File: src/rtl/dc_blocker.sv
// dc_blocker: two-channel first-order DC-blocking (high-pass) filter.
//
// Each accepted sample pair is processed over four cycles: IDLE (accept),
// CALC_L, CALC_R, OUTPUT. Per channel:
//   d   = in - x_prev                         (signed, WIDTH+1 bits)
//   acc = acc + (d <<< SHIFT) - (acc >>> SHIFT)
//   out = acc >>> SHIFT reduced to WIDTH bits
// The first pair after reset only primes x_prev, so the first output is 0.
//
// Optional feature: define DC_BLOCKER_SAT_EN to clamp each output to the
// signed WIDTH-bit range instead of taking the low WIDTH bits (wrap).
//
// Ports:
//   clk        single clock, rising-edge
//   reset      asynchronous active-high reset
//   in_valid   input pair present
//   in_ready   block can accept a pair (high only in IDLE)
//   in_l/in_r  unsigned input samples, WIDTH bits
//   out_valid  one-cycle pulse when out_l/out_r are updated
//   out_l/out_r signed filtered results, WIDTH bits, held between pulses
module dc_blocker #(
  parameter int unsigned WIDTH = 16,
  parameter int unsigned SHIFT = 8
) (
  input  logic             clk,
  input  logic             reset,
  input  logic             in_valid,
  output logic             in_ready,
  input  logic [WIDTH-1:0] in_l,
  input  logic [WIDTH-1:0] in_r,
  output logic             out_valid,
  output logic [WIDTH-1:0] out_l,
  output logic [WIDTH-1:0] out_r
);

  localparam int unsigned ACC_W = WIDTH + SHIFT + 2;
  localparam int unsigned D_W   = WIDTH + 1;
  // Bits of acc at and above the output sign bit; all equal means no overflow.
  localparam int unsigned HI_W  = ACC_W - SHIFT - WIDTH + 1;

  typedef enum logic [1:0] {
    IDLE   = 2'd0,
    CALC_L = 2'd1,
    CALC_R = 2'd2,
    OUTPUT = 2'd3
  } state_t;

  state_t                   state_q, state_d;
  logic [WIDTH-1:0]         in_l_q, in_l_d, in_r_q, in_r_d;
  logic [WIDTH-1:0]         x_prev_l_q, x_prev_l_d, x_prev_r_q, x_prev_r_d;
  logic signed [ACC_W-1:0]  acc_l_q, acc_l_d, acc_r_q, acc_r_d;
  logic                     primed_q, primed_d;
  logic                     in_ready_q, in_ready_d;
  logic                     out_valid_q, out_valid_d;
  logic [WIDTH-1:0]         out_l_q, out_l_d, out_r_q, out_r_d;

  // Shared update datapath, steered to the channel being computed
  logic                     ch_r;
  logic [WIDTH-1:0]         cur_in, cur_x;
  logic signed [ACC_W-1:0]  cur_acc, diff_ext, acc_next;
  logic signed [D_W-1:0]    diff;

  always_comb begin
    ch_r     = (state_q == CALC_R);
    cur_in   = ch_r ? in_r_q     : in_l_q;
    cur_x    = ch_r ? x_prev_r_q : x_prev_l_q;
    cur_acc  = ch_r ? acc_r_q    : acc_l_q;
    diff     = $signed({1'b0, cur_in}) - $signed({1'b0, cur_x});
    diff_ext = ACC_W'(diff);
    acc_next = cur_acc + (diff_ext <<< SHIFT) - (cur_acc >>> SHIFT);
  end

  // Reduce acc >>> SHIFT to WIDTH bits (wrap by default, clamp if enabled)
  logic [WIDTH-1:0] red_l, red_r;

  always_comb begin
    red_l = acc_l_q[SHIFT +: WIDTH];
    red_r = acc_r_q[SHIFT +: WIDTH];
`ifdef DC_BLOCKER_SAT_EN
    if (!((&acc_l_q[ACC_W-1 -: HI_W]) || !(|acc_l_q[ACC_W-1 -: HI_W]))) begin
      red_l = acc_l_q[ACC_W-1] ? {1'b1, {(WIDTH-1){1'b0}}} : {1'b0, {(WIDTH-1){1'b1}}};
    end
    if (!((&acc_r_q[ACC_W-1 -: HI_W]) || !(|acc_r_q[ACC_W-1 -: HI_W]))) begin
      red_r = acc_r_q[ACC_W-1] ? {1'b1, {(WIDTH-1){1'b0}}} : {1'b0, {(WIDTH-1){1'b1}}};
    end
`endif
  end

  // Next-state and register-input logic
  always_comb begin
    state_d     = state_q;
    in_l_d      = in_l_q;
    in_r_d      = in_r_q;
    x_prev_l_d  = x_prev_l_q;
    x_prev_r_d  = x_prev_r_q;
    acc_l_d     = acc_l_q;
    acc_r_d     = acc_r_q;
    primed_d    = primed_q;
    out_valid_d = 1'b0;
    out_l_d     = out_l_q;
    out_r_d     = out_r_q;

    case (state_q)
      IDLE: begin
        if (in_valid) begin
          in_l_d  = in_l;
          in_r_d  = in_r;
          state_d = CALC_L;
        end
      end
      CALC_L: begin
        // Unprimed: only load x_prev so there is no start-up step
        if (primed_q) acc_l_d = acc_next;
        x_prev_l_d = in_l_q;
        state_d    = CALC_R;
      end
      CALC_R: begin
        if (primed_q) acc_r_d = acc_next;
        x_prev_r_d = in_r_q;
        state_d    = OUTPUT;
      end
      OUTPUT: begin
        out_l_d     = red_l;
        out_r_d     = red_r;
        out_valid_d = 1'b1;
        primed_d    = 1'b1;
        state_d     = IDLE;
      end
      default: state_d = IDLE;
    endcase

    in_ready_d = (state_d == IDLE);
  end

  // State registers
  always_ff @(posedge clk or posedge reset) begin
    if (reset) begin
      state_q     <= IDLE;
      in_l_q      <= '0;
      in_r_q      <= '0;
      x_prev_l_q  <= '0;
      x_prev_r_q  <= '0;
      acc_l_q     <= '0;
      acc_r_q     <= '0;
      primed_q    <= 1'b0;
      in_ready_q  <= 1'b1;
      out_valid_q <= 1'b0;
      out_l_q     <= '0;
      out_r_q     <= '0;
    end else begin
      state_q     <= state_d;
      in_l_q      <= in_l_d;
      in_r_q      <= in_r_d;
      x_prev_l_q  <= x_prev_l_d;
      x_prev_r_q  <= x_prev_r_d;
      acc_l_q     <= acc_l_d;
      acc_r_q     <= acc_r_d;
      primed_q    <= primed_d;
      in_ready_q  <= in_ready_d;
      out_valid_q <= out_valid_d;
      out_l_q     <= out_l_d;
      out_r_q     <= out_r_d;
    end
  end

  assign in_ready  = in_ready_q;
  assign out_valid = out_valid_q;
  assign out_l     = out_l_q;
  assign out_r     = out_r_q;

endmodule

File: config.mk
export PLATFORM = sky130hd
export DESIGN_NAME = dc_blocker
export DESIGN_NICKNAME = d
export VERILOG_FILES = /design/src/rtl/dc_blocker.sv
export SDC_FILE = /design/constraint.sdc
export NUM_CORES = 1
export LEC_CHECK = 0
export CAP_MARGIN = 20
export CORE_MARGIN = 3
export CORE_UTILIZATION = 55
export CTS_CLUSTER_SIZE = 16
export DETAILED_ROUTE_END_ITERATION = 10
export PLACE_DENSITY = 0.86
export SLEW_MARGIN = 10
export SYNTH_ARGS = -nofsm -noshare
export SYNTH_HDL_FRONTEND = slang
export SYNTH_SLANG_ARGS = --single-unit
File: constraint.sdc
create_clock -name clk -period 6.95 [get_ports clk]
set_input_delay 1.0425 -clock clk [delete_from_list [all_inputs] [get_ports clk]]
set_output_delay 1.0425 -clock clk [all_outputs]
set_load 0.02 [all_outputs]
==> results by group, run 1 <==
GRT
  – Global Route Usage Sum: 0.2101
  – Global-route wire length before repair: 29890 microns
  – Vias in the first global route: between 6000 and 7000
  – Total grt overflow: 0
  – Initial antenna violation count: 0
  – Largest net degree at the start of global routing: 88

Timing
  – Tightest Pin Transition: 0.8317 ns
  – Setup TNS: 0 ns
  – Fin crit share: 0.8876
  – Fin. max-slew vios: 0
  – Min cycle time layout: 6.169 ns
  – Final setup fails: 0
  – Peak Freq: 0.1621 GHz
  – Final hold viol count: 0
  – Post-route clock skew: 0.01168 ns
  – Hold Worst Slack: 0.4737 ns
  – Max-Slew Margin vs Limit: 0.4455
  – RSZ-0062 raised after global routing: no

Clock tree
  – Post-CTS Resized: 0
  – Hold Buf Count CTS: 0
  – CTS buffer count: 17
  – Worst-Skew Late Latency: around 0.42 ns
  – H-tree depth: 4
  – Clock Sink Count: between 150 and 200
  – CTS Buffer Depth: 2
  – Post-CTS setup buffers: 0
  – CTS tree: done
  – Clk slew on worst S/H paths: ~0.070 ns
  – Root Driver: clkbuf_16

Place
  – Global placer's final weighted congestion: 0.9177
  – # placed instances: approximately 1000
  – DP Wirelength: 12310 microns
  – IO Port Bufs: ~70

Floorplanning
  – Initial Utilization: 0.5683
  – Die W: 132.0 microns
  – Die ar.: about 0.017 sq mm
  – IO Pins: slightly below 70
  – Row cnt: 45
  – Die height: around 130 microns
  – Core Box Area: ~0.015 sq mm

Logic synthesis
  – Mapped Area: around 0.0087 sq mm
  – Seq/Total Area, Yosys: 0.4385
  – Post-synth ARST share: 1.000
  – Post-synthesis cell count: 774
  – Syn Nets: 880
  – Synth unique cells: between 40 and 50
  – Number of synthesized flops with an enable pin: 0
  – YS warnings: 0
  – Syn_area_per_cell: 11.29 sq um
  – Primary FF master, synth: dfrtp_1
  – FF+latch count, synth: 153

Hold path
  – Worst hold path endpoint: acc_r_q[6]
  – Worst hold start: acc_r_q[6]
  – Worst Hold Class: flip-flop to flip-flop
  – WHS Path Cells: 2

Detailed routing
  – ANT nets after route: 0
  – Router iterations before antenna repair: 5
  – Detailed Route WL: 17590 microns
  – Via count: 5937
  – Iter 0 DRT Violations: 320
  – Routed len/inst: ~17 microns
  – Vias per inst: about 5.6
  – Number of remaining DRC errors: 0

Layout
  – ANT cells: 0
  – Post-layout util: 0.6695
  – Final #Nets: 945
  – Area Overhead vs Synth: 17.82%
  – Share of cells above drive strength 1: 0.2124
  – Multi-input logic area: 0.004529 sq mm
  – Sequential cell area: 0.003830 sq mm
  – Finished Layout Cells: 1063
  – Fillcell total: 1128

Worst setup path
  – Top Family by Delay on Critical Path: compound AO/OA/AOI/OAI gates
  – Reg-to-reg slack, setup: around 0.78 ns
  – Slowest CP cell: ha_4
  – Crit path from: state_q[0]
  – Slowest cell delay on critical path: 0.54 ns
  – Worst r2r src: state_q[0]
  – Crit path cell chain: inv_1 > ha_4 > mux2i_1 > ha_1 > inv_1 > fa_1 > a211oi_2 > nor2_1 > o41a_1 > a311o_1 > a31oi_1 > xor2_1 > fa_1 > inv_1 > ha_1 > and3_1 > nand2_1 > or2_2 > o2111a_1 > a211oi_1 > a21o_2 > a31oi_1
  – Worst Path Required: between 7 and 8 ns
  – RR Endpoint: acc_r_q[25]
  – Worst setup EP type: flip-flop
  – Critical setup path kind: flip-flop to flip-flop
  – Worst Reg2Reg Path Length in Cells: 22
  – Buf/Inv on CP: 3
  – Critical Path AT: 6.45 ns
  – Setup crit start kind: flip-flop
  – Critical Path Fanout Max: 53
  – CP dominant cell by count: inv_1

Job
  – Max cap viols: 0

Outcome
  – Outcome: finished clean
[worst register-to-register path, cell delays in order (launching register included)]
cell      delay (ns)
dfrtp_1         0.41
inv_1           0.13
ha_4            0.54
mux2i_1         0.34
ha_1            0.21
inv_1           0.06
fa_1            0.43
a211oi_2        0.24
nor2_1          0.10
o41a_1          0.35
a311o_1         0.46
a31oi_1         0.23
xor2_1          0.10
fa_1            0.48
inv_1           0.04
ha_1            0.42
and3_1          0.22
nand2_1         0.09
or2_2           0.31
o2111a_1        0.25
a211oi_1        0.30
a21o_2          0.20
a31oi_1         0.08
[sequential cells by signal, indices dropped and copies added (netlist names)]
| signal | cells |
|---|---|
| acc_l_q | 26 |
| acc_r_q | 26 |
| in_l_q | 16 |
| in_r_q | 16 |
| out_l | 16 |
| out_r | 16 |
| x_prev_l_q | 16 |
| x_prev_r_q | 16 |
| state_q | 2 |
| in_ready | 1 |
| out_valid | 1 |
| primed_q | 1 |
[stage by stage]
| stage | worst slack (ns) | area [sq um] |
|---|---|---|
| 6_report | 0.7815 | 10290 |
| 4_1_cts | 0.7677 | 10280 |
| 3_5_place_dp | 0.9124 | 9632 |
| 5_1_grt | 0.5616 | 10290 |
| 2_1_floorplan | 0.6753 | 8735 |
| 3_3_place_gp | 1.100 | 9632 |
[cell usage after synthesis, types with 7 or more instances]
library cell / count / share of area
a21o_1: 19 / 0.016
a21oi_1: 31 / 0.018
buf_1: 7 / 0.0030
clkbuf_1: 21 / 0.0090
dfrtp_1: 152 / 0.44
fa_1: 19 / 0.044
ha_1: 52 / 0.074
inv_1: 74 / 0.032
mux2_2: 131 / 0.17
mux2i_1: 29 / 0.033
nand2_1: 51 / 0.022
nand4_1: 8 / 0.0057
nor2_1: 18 / 0.0077
o21a_1: 10 / 0.0086
o21ai_0: 53 / 0.030
xnor2_1: 18 / 0.018
xor2_1: 14 / 0.014
[cell families after synthesis]
group / Yosys count / synth area share
AO/OA/AOI/OAI: 145 / 0.1067
XOR/XNOR: 32 / 0.03209
adder cells (fa/ha/maj): 71 / 0.1180
buffers and inverters: 103 / 0.04441
flip-flops: 153 / 0.4385
multiplexers: 160 / 0.2021
AND/OR/NAND/NOR: 110 / 0.05816
[metal layers]
| metal | wire length (microns) | track usage | part of all wire | up-vias |
|---|---|---|---|---|
| met3 | 770 | 0.04008 | 0.044 | 40 |
| li1 | - | - | - | 2837 |
| met2 | 8349 | 0.3398 | 0.47 | 163 |
| met5 | 0 | 0 | 0 | - |
| met4 | 429 | 0.07410 | 0.024 | 0 |
| met1 | 8042 | 0.2857 | 0.46 | 2897 |
[cells in the final DEF, fill, tap and decap left out, drive strengths merged, types with 2 or more instances in the layout]
cell type,n
dfrtp,152
mux2,131
inv,74
clkdlybuf4s50,68
o21ai,53
ha,52
nand2,51
a21oi,31
mux2i,29
a21o,21
clkbuf,20
fa,19
xnor2,18
nor2,18
xor2,14
o21a,10
nand4,8
buf,7
a211oi,7
and3,6
nor3,6
nand3,6
a31oi,5
bufinv,5
clkinv,5
and2,4
nor2b,3
or2,3
or4,2
o31ai,2
nor4,2
o2111a,2
o211ai,2
clkinvlp,2
[layout make-up]
cell class,instances,area share
Timing Repair Buffer,75,0.07198
Inverter,74,0.02748
Multi-Input combinational cell,518,0.4401
Tap cell,211,0.02565
Clock buffer,20,0.04340
Sequential cell,153,0.3722
Clock inverter,12,0.01921
[worst max path at each step]
stage	depth (start not counted)	slack, ns	to
2_1_floorplan	26	0.68	acc_r_q[25]
4_1_cts	22	0.77	acc_l_q[25]
5_1_grt	22	0.56	acc_r_q[25]
3_5_place_dp	22	0.91	acc_l_q[25]
3_3_place_gp	22	1.10	acc_l_q[25]
6_report	22	0.78	acc_r_q[25]
Power of run 1 is left out: the tool's default activity adds up to more than one toggle a clock period on the data nets, which glitch-free logic cannot reach.
==> inputs of run 2 (changes only) <==
--- a/config.mk
+++ b/config.mk
@@ -6,11 +6,11 @@
 export NUM_CORES = 1
 export LEC_CHECK = 0
 export CAP_MARGIN = 20
-export CORE_MARGIN = 3
-export CORE_UTILIZATION = 55
+export CORE_UTILIZATION = 59
 export CTS_CLUSTER_SIZE = 16
 export DETAILED_ROUTE_END_ITERATION = 10
-export PLACE_DENSITY = 0.86
+export PLACE_DENSITY = 0.91
+export RECOVER_POWER = 25
 export SLEW_MARGIN = 10
 export SYNTH_ARGS = -nofsm -noshare
 export SYNTH_HDL_FRONTEND = slang
==> run 2 against run 1 <==
  * The run now ends with max-capacitance violations, max-slew violations left
  * Count of clock-buffer cells in the layout stayed put
  * Sequential share of layout area is 0.31 points higher
  * Non-clock buffer count stayed put
  * Global-route usage is 4.0 points higher
  * Utilization is 3.5 points higher
  * Final cell count is 2.6% lower
  * Final area is 0.84% lower
  * Setup slack better by 0.16 ns
  * Sequential cell count stayed put
  * Via count is 0.59% lower
  * Critical path depth stayed put
  * Highest routed layer unchanged
==> results by group, run 2 (same netlist as run 1, synthesis figures left out) <==
Clock tree
  – Hold Buf Count CTS: 0
  – CTS Buffer Depth: 2
  – Worst-Skew Late Latency: 0.43 ns
  – Post-CTS Resized: 0
  – Clk slew on worst S/H paths: about 0.06 ns
  – Post-CTS setup buffers: 0
  – H-tree depth: 4
  – Clock Sink Count: 153
  – CTS tree: done
  – CTS buffer count: 17
  – Root Driver: clkbuf_16

Timing
  – Tightest Pin Transition: 2.964 ns
  – Post-route clock skew: 0.008603 ns
  – Max-Slew Margin vs Limit: -0.9871
  – Hold Worst Slack: 0.4793 ns
  – Peak Freq: 0.1665 GHz
  – RSZ-0062 raised after global routing: no
  – Final hold viol count: 0
  – Setup TNS: 0 ns
  – Fin. max-slew vios: 105
  – Fin crit share: 0.8641
  – Min cycle time layout: ~6 ns
  – Final setup fails: 0

Outcome
  – Failing checks: max-capacitance violations, max-slew violations
  – Outcome: complete, but fails checks

Hold path
  – Worst Hold Class: flip-flop to flip-flop

Place
  – # placed instances: 1002
  – Global placer's final weighted congestion: 0.8951
  – DP Wirelength: 12320 microns
  – Area after detailed placement: ~0.0096 sq mm
  – IO Port Bufs: 68

Layout
  – Area Overhead vs Synth: 16.83%
  – Final #Nets: around 950
  – Share of cells above drive strength 1: 0.2103
  – Design Area, Final: 0.01020 sq mm
  – Top Registers: acc_l_q (26), acc_r_q (26)
  – ANT cells: 0
  – Commonest non-fill, non-tap cell in the layout: dfrtp_1
  – Finished Layout Cells: 1035
  – Commonest non-fill, non-tap cells in the layout: dfrtp_1 (152), mux2_2 (130), inv_1 (73), clkdlybuf4s50_1 (67), o21ai_0 (53)

Detailed routing
  – Number of remaining DRC errors: 0
  – Router iterations before antenna repair: 5
  – Routed len/inst: 17.12 microns
  – Detailed Route WL: 17720 microns
  – Iter 0 DRT Violations: 346
  – Vias per inst: about 5.7
  – ANT nets after route: 0
  – Via count: 5902

Floorplanning
  – Row cnt: 44
  – Core Box Area: between 0.01 and 0.015 sq mm
  – Initial Utilization: 0.6033
  – Die W: between 100 and 150 microns
  – Die height: 123.7 microns
  – Die ar.: 0.01530 sq mm
  – IO Pins: 69

Worst setup path
  – Critical Path AT: 6.25 ns
  – Critical setup path kind: flip-flop to flip-flop
  – Setup crit start kind: flip-flop
  – Critical Path Fanout Max: 28
  – Worst Path Required: between 7 and 8 ns
  – Worst setup EP type: flip-flop

GRT
  – Grt met1 use: 0.3231
  – GR peak layer: met2
  – Total grt overflow: 0
  – Global Route Usage Sum: 0.2502
  – Vias in the first global route: 6006
  – Met2 GRT Util: 0.4094
  – M3 GR Usage: 0.05266
  – Initial antenna violation count: 0
  – Global-route wire length before repair: slightly below 30000 microns
  – Largest net degree at the start of global routing: 85

Job
  – Max cap viols: 2
## run 2: per-stage QoR
| stage | worst slack [ns] | utilization |
|---|---|---|
| global route | 0.6017 | 0.7048 |
| finish | 0.9447 | 0.7048 |
| CTS | 0.9666 | 0.7024 |
| floorplan | 0.6753 | - |
| detailed placement | 1.020 | 0.6624 |
| global placement | 1.215 | 0.6624 |
## run 2: worst max-delay path, stage by stage (launching register included)
cell	delay [ns]
dfrtp_1	0.41
inv_1	0.13
ha_4	0.41
mux2i_1	0.27
ha_1	0.19
inv_1	0.05
fa_1	0.42
a211oi_2	0.24
nor2_1	0.10
o41a_1	0.36
a311o_1	0.45
a31oi_1	0.24
xor2_1	0.11
fa_1	0.50
inv_1	0.05
ha_1	0.44
and3_1	0.22
nand2_1	0.09
or2_2	0.31
o2111a_1	0.23
a211oi_1	0.29
a21o_2	0.20
a31oi_1	0.09
## run 2: cell type report
type	count	area, sq um
multi-input combinational	518	4529
fill	1005	4274
sequential	153	3830
timing repair buffer	75	757.0
clock buffer	20	456.7
inverter	74	279.0
tap	184	230.2
clock inverter	11	122.6
## run 2: final timing paths
path | from | end | slack (ns) | cells after the start
setup / recovery | state_q[0] | acc_r_q[25] | 0.94 | 22
hold / removal | acc_l_q[5] | acc_l_q[5] | 0.48 | 2
setup reg to reg | state_q[0] | acc_r_q[25] | 0.94 | 22
hold reg to reg | acc_l_q[5] | acc_l_q[5] | 0.48 | 2
max in group asynchronous | reset | in_ready | 3.35 | 4
min in group asynchronous | reset | acc_l_q[6] | 1.91 | 2
## run 2: metal layers
layer  wire length [microns]  vias to the layer above
met4                     448                        0
met3                     649                       35
met2                    8614                      121
li1                        -                     2837
met1                    8005                     2909
met5                       0                        -
Power of run 2 is left out for the same reason.
